--- src/rtl/teclado_matricial_pkg.sv ---
// Shared types, key codes and key-map helpers for the matrix keypad front end.
package teclado_matricial_pkg;

   localparam int         N_DIGITS = 20;
   localparam logic [3:0] KEY_STAR = 4'hA;
   localparam logic [3:0] KEY_HASH = 4'hB;
   localparam logic [3:0] KEY_NONE = 4'hF;

   // Packet handed to the consumer: digits[0] is the newest, 0xF marks an empty slot.
   typedef struct packed {
      logic [N_DIGITS-1:0][3:0] digits;
   } senhaPac_t;

   typedef enum logic [1:0] {
      ST_SCAN     = 2'd0,
      ST_DEBOUNCE = 2'd1,
      ST_EMIT     = 2'd2,
      ST_RELEASE  = 2'd3
   } kb_state_t;

   // (row, col) -> key code; the letter column decodes to KEY_NONE.
   function automatic logic [3:0] key_map(input logic [1:0] row, input logic [1:0] col);
      logic [3:0] code;
      code = KEY_NONE;
      case ({row, col})
         4'h0: code = 4'h1;
         4'h1: code = 4'h2;
         4'h2: code = 4'h3;
         4'h4: code = 4'h4;
         4'h5: code = 4'h5;
         4'h6: code = 4'h6;
         4'h8: code = 4'h7;
         4'h9: code = 4'h8;
         4'hA: code = 4'h9;
         4'hC: code = KEY_STAR;
         4'hD: code = 4'h0;
         4'hE: code = KEY_HASH;
         default: code = KEY_NONE;
      endcase
      return code;
   endfunction

   function automatic logic is_onehot(input logic [3:0] v);
      return (v != 4'b0000) && ((v & 4'(v - 4'd1)) == 4'b0000);
   endfunction

   // Index of the set bit of a one-hot nibble (0 when not one-hot).
   function automatic logic [1:0] onehot_idx(input logic [3:0] v);
      logic [1:0] idx;
      idx = 2'd0;
      case (v)
         4'b0010: idx = 2'd1;
         4'b0100: idx = 2'd2;
         4'b1000: idx = 2'd3;
         default: idx = 2'd0;
      endcase
      return idx;
   endfunction

endpackage

--- src/rtl/teclado_matricial_if.sv ---
// Link between the keypad front end and its consumer.
// Handshake: digitos_valid is a single-cycle pulse with no backpressure; digitos_value
// carries the packet belonging to that pulse during the same cycle. teclado_en = 0 tells
// the keypad to ignore all key activity and hold an empty packet.
interface teclado_matricial_if;
   import teclado_matricial_pkg::*;

   logic      teclado_en;
   senhaPac_t digitos_value;
   logic      digitos_valid;

   modport master (input teclado_en, output digitos_value, output digitos_valid);
   modport slave  (output teclado_en, input digitos_value, input digitos_valid);
endinterface

--- src/rtl/teclado_matricial_debounce.sv ---
// Column synchronizer plus a stability counter: counts consecutive cycles in which the
// synchronized columns equal a reference pattern (captured key for press, 0 for release).
module debounce_matricial #(
   parameter int DEBOUNCE_CYCLES = 20
) (
   input  logic       clk,
   input  logic       rst,
   input  logic [3:0] col_async_i,
   input  logic       cnt_clr_i,
   input  logic [3:0] ref_i,
   output logic [3:0] col_sync_o,
   output logic       match_o,
   output logic       stable_o
);

   localparam int CW = $clog2(DEBOUNCE_CYCLES + 1);

   logic [3:0]    sync1_q, sync2_q;
   logic [CW-1:0] cnt_q, cnt_d;

   // Two-flop synchronizer and stability counter registers.
   always_ff @(posedge clk) begin
      if (rst) begin
         sync1_q <= 4'b0000;
         sync2_q <= 4'b0000;
         cnt_q   <= '0;
      end else begin
         sync1_q <= col_async_i;
         sync2_q <= sync1_q;
         cnt_q   <= cnt_d;
      end
   end

   // Count matching cycles; any mismatch restarts the run, saturating at the target.
   always_comb begin
      cnt_d = cnt_q;
      if (cnt_clr_i || !match_o) begin
         cnt_d = '0;
      end else if (cnt_q != CW'(DEBOUNCE_CYCLES)) begin
         cnt_d = cnt_q + CW'(1);
      end
   end

   assign col_sync_o = sync2_q;
   assign match_o    = (sync2_q == ref_i);
   // High on the DEBOUNCE_CYCLES-th consecutive matching cycle.
   assign stable_o   = !cnt_clr_i && match_o && (cnt_q == CW'(DEBOUNCE_CYCLES - 1));

endmodule

--- src/rtl/teclado_matricial.sv ---
// 4x4 keypad scanner: row scan FSM, key decode, 20-digit history buffer and idle timeout.
module teclado_matricial
   import teclado_matricial_pkg::*;
#(
   parameter int DEBOUNCE_CYCLES = 20,
   parameter int SCAN_CYCLES     = 4,
   parameter int TIMEOUT_CYCLES  = 5000
) (
   input  logic                  clk,
   input  logic                  rst,
   input  logic [3:0]            col_matricial,
   output logic [3:0]            lin_matricial,
   teclado_matricial_if.master   op_if,
   output kb_state_t             dbg_state_o
);

   localparam int SW = $clog2(SCAN_CYCLES + 1);
   localparam int TW = $clog2(TIMEOUT_CYCLES + 1);

   kb_state_t     state_q, state_d;
   logic [3:0]    row_q, row_d;
   logic [SW-1:0] scan_cnt_q, scan_cnt_d;
   logic [3:0]    cap_col_q, cap_col_d;
   senhaPac_t     buf_q, buf_d;
   logic          valid_q, valid_d;
   logic [TW-1:0] tmr_q, tmr_d;

   logic [3:0]    col_sync;
   logic          col_match;
   logic          col_stable;
   logic          cnt_clr;
   logic [3:0]    ref_pat;
   logic [3:0]    emit_code;
   logic          emit_ok;
   logic          en;

   assign en = op_if.teclado_en;

   debounce_matricial #(
      .DEBOUNCE_CYCLES(DEBOUNCE_CYCLES)
   ) u_debounce (
      .clk         (clk),
      .rst         (rst),
      .col_async_i (col_matricial),
      .cnt_clr_i   (cnt_clr),
      .ref_i       (ref_pat),
      .col_sync_o  (col_sync),
      .match_o     (col_match),
      .stable_o    (col_stable)
   );

   // State, scan and buffer registers.
   always_ff @(posedge clk) begin
      if (rst) begin
         state_q    <= ST_SCAN;
         row_q      <= 4'b0001;
         scan_cnt_q <= '0;
         cap_col_q  <= 4'b0000;
         buf_q      <= '1;
         valid_q    <= 1'b0;
         tmr_q      <= '0;
      end else begin
         state_q    <= state_d;
         row_q      <= row_d;
         scan_cnt_q <= scan_cnt_d;
         cap_col_q  <= cap_col_d;
         buf_q      <= buf_d;
         valid_q    <= valid_d;
         tmr_q      <= tmr_d;
      end
   end

   // Scan FSM: rotate rows, lock onto a single pressed column, debounce, emit, await release.
   always_comb begin
      state_d    = state_q;
      row_d      = row_q;
      scan_cnt_d = scan_cnt_q;
      cap_col_d  = cap_col_q;
      cnt_clr    = 1'b0;
      ref_pat    = cap_col_q;
      emit_code  = KEY_NONE;
      emit_ok    = 1'b0;
      case (state_q)
         ST_SCAN: begin
            cnt_clr = 1'b1;
            if (scan_cnt_q == SW'(SCAN_CYCLES - 1)) begin
               scan_cnt_d = '0;
               if (is_onehot(col_sync)) begin
                  // Row stays frozen while the captured column is debounced.
                  state_d   = ST_DEBOUNCE;
                  cap_col_d = col_sync;
               end else begin
                  row_d = {row_q[2:0], row_q[3]};
               end
            end else begin
               scan_cnt_d = scan_cnt_q + SW'(1);
            end
         end
         ST_DEBOUNCE: begin
            if (!col_match) begin
               state_d    = ST_SCAN;
               scan_cnt_d = '0;
            end else if (col_stable) begin
               state_d = ST_EMIT;
            end
         end
         ST_EMIT: begin
            cnt_clr   = 1'b1;
            emit_code = key_map(onehot_idx(row_q), onehot_idx(cap_col_q));
            emit_ok   = (emit_code != KEY_NONE);
            state_d   = ST_RELEASE;
         end
         ST_RELEASE: begin
            ref_pat = 4'b0000;
            if (col_stable) begin
               state_d    = ST_SCAN;
               scan_cnt_d = '0;
            end
         end
         default: begin
            state_d = ST_SCAN;
         end
      endcase
      // Disabled keypad: park the scanner so a held key must re-debounce after enable.
      if (!en) begin
         state_d    = ST_SCAN;
         row_d      = 4'b0001;
         scan_cnt_d = '0;
         cnt_clr    = 1'b1;
         emit_ok    = 1'b0;
      end
   end

   // History buffer: shift on emit, clear after a terminator, on idle timeout or when disabled.
   always_comb begin
      buf_d   = buf_q;
      valid_d = 1'b0;
      tmr_d   = '0;
      if (valid_q && ((buf_q.digits[0] == KEY_STAR) || (buf_q.digits[0] == KEY_HASH))) begin
         buf_d = '1;
      end
      if (buf_q.digits[0] != KEY_NONE) begin
         if (tmr_q == TW'(TIMEOUT_CYCLES - 1)) begin
            buf_d = '1;
         end else begin
            tmr_d = tmr_q + TW'(1);
         end
      end
      // An emit outranks a coincident timeout and restarts the idle timer.
      if (emit_ok) begin
         buf_d.digits = {buf_q.digits[N_DIGITS-2:0], emit_code};
         valid_d      = 1'b1;
         tmr_d        = '0;
      end
      if (!en) begin
         buf_d   = '1;
         valid_d = 1'b0;
         tmr_d   = '0;
      end
   end

   assign lin_matricial       = row_q;
   assign op_if.digitos_value = buf_q;
   assign op_if.digitos_valid = valid_q;
   assign dbg_state_o         = state_q;

endmodule

--- src/flat_wrapper.sv ---
// flat-port wrapper written by rule: the top's interface ports become plain ports
module teclado_matricial_flat import teclado_matricial_pkg::*;
#(
   parameter int DEBOUNCE_CYCLES = 20,
   parameter int SCAN_CYCLES     = 4,
   parameter int TIMEOUT_CYCLES  = 5000
)
  (clk, rst, col_matricial, lin_matricial, dbg_state_o, op_if_teclado_en, op_if_digitos_value, op_if_digitos_valid);
  teclado_matricial_if op_if_i ();
  input  logic clk;
  input  logic rst;
  input  logic [3:0] col_matricial;
  output logic [3:0] lin_matricial;
  output kb_state_t dbg_state_o;
  input wire logic [$bits(op_if_i.teclado_en)-1:0] op_if_teclado_en;
  output wire logic [$bits(op_if_i.digitos_value)-1:0] op_if_digitos_value;
  output wire logic [$bits(op_if_i.digitos_valid)-1:0] op_if_digitos_valid;
  assign op_if_i.teclado_en = op_if_teclado_en;
  assign op_if_digitos_value = op_if_i.digitos_value;
  assign op_if_digitos_valid = op_if_i.digitos_valid;
  teclado_matricial #(.DEBOUNCE_CYCLES(DEBOUNCE_CYCLES), .SCAN_CYCLES(SCAN_CYCLES), .TIMEOUT_CYCLES(TIMEOUT_CYCLES)) u_core (.clk(clk), .rst(rst), .col_matricial(col_matricial), .lin_matricial(lin_matricial), .op_if(op_if_i), .dbg_state_o(dbg_state_o));
endmodule
--- config.mk ---
export PLATFORM = sky130hd
export DESIGN_NAME = teclado_matricial_flat
export DESIGN_NICKNAME = d
export VERILOG_FILES = /design/src/rtl/teclado_matricial_pkg.sv /design/src/rtl/teclado_matricial_if.sv /design/src/rtl/teclado_matricial_debounce.sv /design/src/rtl/teclado_matricial.sv /design/src/flat_wrapper.sv
export SDC_FILE = /design/constraint.sdc
export NUM_CORES = 1
export LEC_CHECK = 0
export ABC_AREA = 1
export CAP_MARGIN = 20
export CORE_UTILIZATION = 35
export CTS_BUF_LIST = sky130_fd_sc_hd__clkbuf_2 sky130_fd_sc_hd__clkbuf_4 sky130_fd_sc_hd__clkbuf_8
export CTS_CLUSTER_DIAMETER = 40
export CTS_CLUSTER_SIZE = 40
export DETAILED_ROUTE_END_ITERATION = 12
export GPL_TIMING_DRIVEN = 0
export PLACE_DENSITY_LB_ADDON = 0.2
export SYNTH_ARGS = -nofsm -noshare
export SYNTH_HDL_FRONTEND = slang
export SYNTH_SLANG_ARGS = --single-unit
--- constraint.sdc ---
create_clock -name clk -period 2.25 [get_ports clk]
set_clock_uncertainty 0.05 [all_clocks]
set_input_delay 0.675 -clock clk [delete_from_list [all_inputs] [get_ports clk]]
set_output_delay 0.675 -clock clk [all_outputs]
set_load 0.05 [all_outputs]
==> impl_metrics.toml <==
[final_layout]
drive_above_1_share_pct = 12.7
finalNetCount = 770
final_common_cell = "inv_1"
antenna_cells = 0
layout_common_cells = "inv_1, dfxtp_1, nand2_1"
fillers = 1390
syn_to_final_growth_pct = 31.2
utilization_pct = 47.2

[critical_path]
cp_top_family = "buffers and inverters"
endpoint_kind = "output port"
r2r_cells = 10
worst-path-max-fanout = 5
cp.arrival_ns = 1.44
cp-start-kind = "flop"
worstPathCellList = "dlygate4sd2_1"
r2r_setup_slack_ns = 0.18
r2r_end = "u_core.op_if.digitos_value[9]$_SDFF_PP1_"
crit_type = "flop to output port"
worst-path-buf-inv = 1
rr_startpoint = "u_core.cap_col_q[2]$_SDFFE_PP0P_"
slowest_delay_ns = 0.57
cp_data_required_time_ns = 1.52
cp_slowest_cell = "dlygate4sd2_1"

[clock_tree]
cts_tree = "built"
cts_sinks = 120
htreeDepth = 4
hold_buffers = 0
insertion_delay_ns = 0.43
clk_path_buf_depth = 2
clock-root-buffer = "clkbuf_8"
clkTransAtPathRegs_ns = 0.07
cts_made_buffers = 17

[yosys]
synth.ff_latch_count = 120
yosysSeqAreaShare_pct = 47.9
syn_nets = 649
synth_edf_count = 0
synth_cells = 635
ys.flop_type = "dfxtp_1"
synthArstFlopShare_pct = 0
ys_types = 41
syn-cell-area_um2 = 5010
yosys_warnings = 0
synth.avg_cell_area_um2 = 7.89

[power_and_ir_drop]
totalPowerFinal_mw = 4.25
p_int_mw = 3.33
p_leak_nw = 2.69
ir_drop_mv = 0.506
switchingPower_mw = 0.919
p_clk_share_pct = 47.4
p_seq_share_pct = 50.3
power_density_nw_per_um2 = 646
p_comb_share_pct = 2.3
swShare_pct = 21.6

[die]
die_h_um = 122
num_rows = 43
start_util_pct = 36.0
die-area_um2 = 14800
core-area_um2 = 13900
die_x_um = 122
boundaryPins = 94

[global_routing]
use_met1_pct = 21.1
grt_pass1_wl_um = 19500
antenna_found_initial = 0
grt_usage_pct = 17.0
grt_max_degree = 17
first_global_vias = 4172
grt-busiest-layer = "met2"
gr-total-overflow = 0
met3_usage_pct = 4.73
grt_use_met2_pct = 27.8

[placement]
io_buffers = 93
place_ws_ns = -0.375
place_hpwl_um = 8880
gp_congestion = 0.825

[timing]
fin_tns_setup_ns = 0
rsz0062_at_grt = "false"
setup_viol_count_final = 0
setup_ws_ns = 0.0826
holdWs_ns = 0.356
period_minus_slack_ns = 2.17
maxSlewViolCount = 0
worst_slew_pin_slew_ns = 0.577
slew_headroom_pct = 61.7
finalHoldViolCount = 0
fin_crit_sh_pct = 96.3
timing.fmax_mhz = 461

[run]
max-cap-violations = 0

[routing]
drt_pass1_iterations = 5
drt-wirelength-per-cell_um = 12.6
routed_wl_um = 11900
viasPerCell = 4.69
drtIter0Drc = 293
antenna_left = 0
remaining_drc_errors = 0
vias = 4451

[hold_path]
holdPathEnd = "u_core.u_debounce.col_sync_o[2]$_SDFF_PP0_"
hp-class = "flop to flop"
min-delay-start = "u_core.u_debounce.sync1_q[2]$_SDFF_PP0_"
worstHoldPathCells = 2

[outcome]
status = "finished, final reports clean"
## sequential cells by signal, summed over array words and instances, names as in the netlist, named ones only
signal / cells
u_core.dbg_state_o: 1
u_core.op_if.digitos_valid: 1
u_core.cap_col_q: 4
u_core.u_debounce.col_sync_o: 4
u_core.op_if.digitos_value: 80
u_core.u_debounce.cnt_q: 5
u_core.scan_cnt_q: 3
u_core.tmr_q: 13
u_core.lin_matricial: 4
u_core.u_debounce.sync1_q: 4
## layout make-up
cell class                 count  area, um^2  area share (%)
timing repair buffer         102         898            13.7
buffer                        22         148            2.25
tap                          180         225            3.43
clock buffer                  20         269            4.09
inverter                     139         522            7.94
clock inverter                12         150            2.28
multi-input combinational    354        1950            29.7
sequential                   120        2410            36.6
## stage by stage
stage,instances,instance area (um^2)
finish,949,6570
global route,949,6570
CTS,945,6530
detailed placement,908,6170
global placement,908,6170
floorplan,635,5010
## per-layer routing
layer,vias up,share of wire [%]
met1,2031,46
met4,0,1.5
li1,2284,-
met5,-,0
met2,121,47
met3,15,5.4
## Yosys cell counts, drive strengths merged (2+ instances only)
| library cell | n | area, um^2 |
|---|---|---|
| nor3 | 23 | 143 |
| a31oi | 10 | 62.6 |
| nor2 | 58 | 240 |
| ha | 7 | 87.6 |
| dfxtp | 120 | 2400 |
| a21oi | 22 | 110 |
| o21bai | 2 | 15.0 |
| xor2 | 3 | 26.3 |
| or2 | 5 | 31.3 |
| o211ai | 3 | 22.5 |
| nand4 | 10 | 62.6 |
| clkbuf | 8 | 32.5 |
| o32a | 3 | 30.0 |
| a22oi | 19 | 203 |
| buf | 14 | 105 |
| nand2 | 101 | 389 |
| a32oi | 3 | 26.3 |
| o31ai | 16 | 120 |
| inv | 138 | 518 |
| nand3 | 27 | 153 |
| o21ai | 36 | 180 |
## kinds of logic (layout without fill, tap and decap cells)
kind of cell,count (synthesis),after routing,share of synthesized area [%]
DFF,120,120,47.9
adders and majority gates,7,7,1.75
buffers and inverters,161,295,13.2
AOI/OAI and AO/OA,119,119,16.1
and+or+nand+nor,224,224,20.3
xor gates and xnor gates,4,4,0.699
## how the worst max path moves through the flow
stage / from / to / slack, ns / depth (start not counted)
after floorplan: u_core.cap_col_q[3]$_SDFFE_PP0P_ / u_core.op_if.digitos_value[53]$_SDFF_PP1_ / 0.33 / 12
after global placement: rst / u_core.tmr_q[8]$_SDFF_PP0_ / -0.34 / 7
after detailed placement: rst / u_core.tmr_q[8]$_SDFF_PP0_ / -0.37 / 7
after CTS: u_core.dbg_state_o[0]$_SDFFE_PP0P_ / dbg_state_o[0] / 0.03 / 1
after global routing: u_core.cap_col_q[3]$_SDFFE_PP0P_ / u_core.op_if.digitos_value[33]$_SDFF_PP1_ / 0.005 / 13
final: u_core.op_if.digitos_value[2]$_SDFF_PP1_ / op_if_digitos_value[2] / 0.08 / 1
## power by group through the flow
stage | Combinational, mW | Sequential [mW] | Clock [mW]
finish | 0.0960 | 2.14 | 2.01
global route | 0.105 | 2.14 | 2.17
CTS | 0.0967 | 2.14 | 2.08
detailed placement | 0.0966 | 2.18 | 0
global placement | 0.0947 | 2.18 | 0
floorplan | 0.0651 | 2.18 | 0
## repair_timing
action                                  4_1_cts  5_1_grt
cloned                                        0        0
endpoints found under the setup margin      123       85
buffers inserted                              5        4
resized for setup                            88       12
pin swaps                                     2        2
No activity file was read; power rests on OpenSTA's default activity.
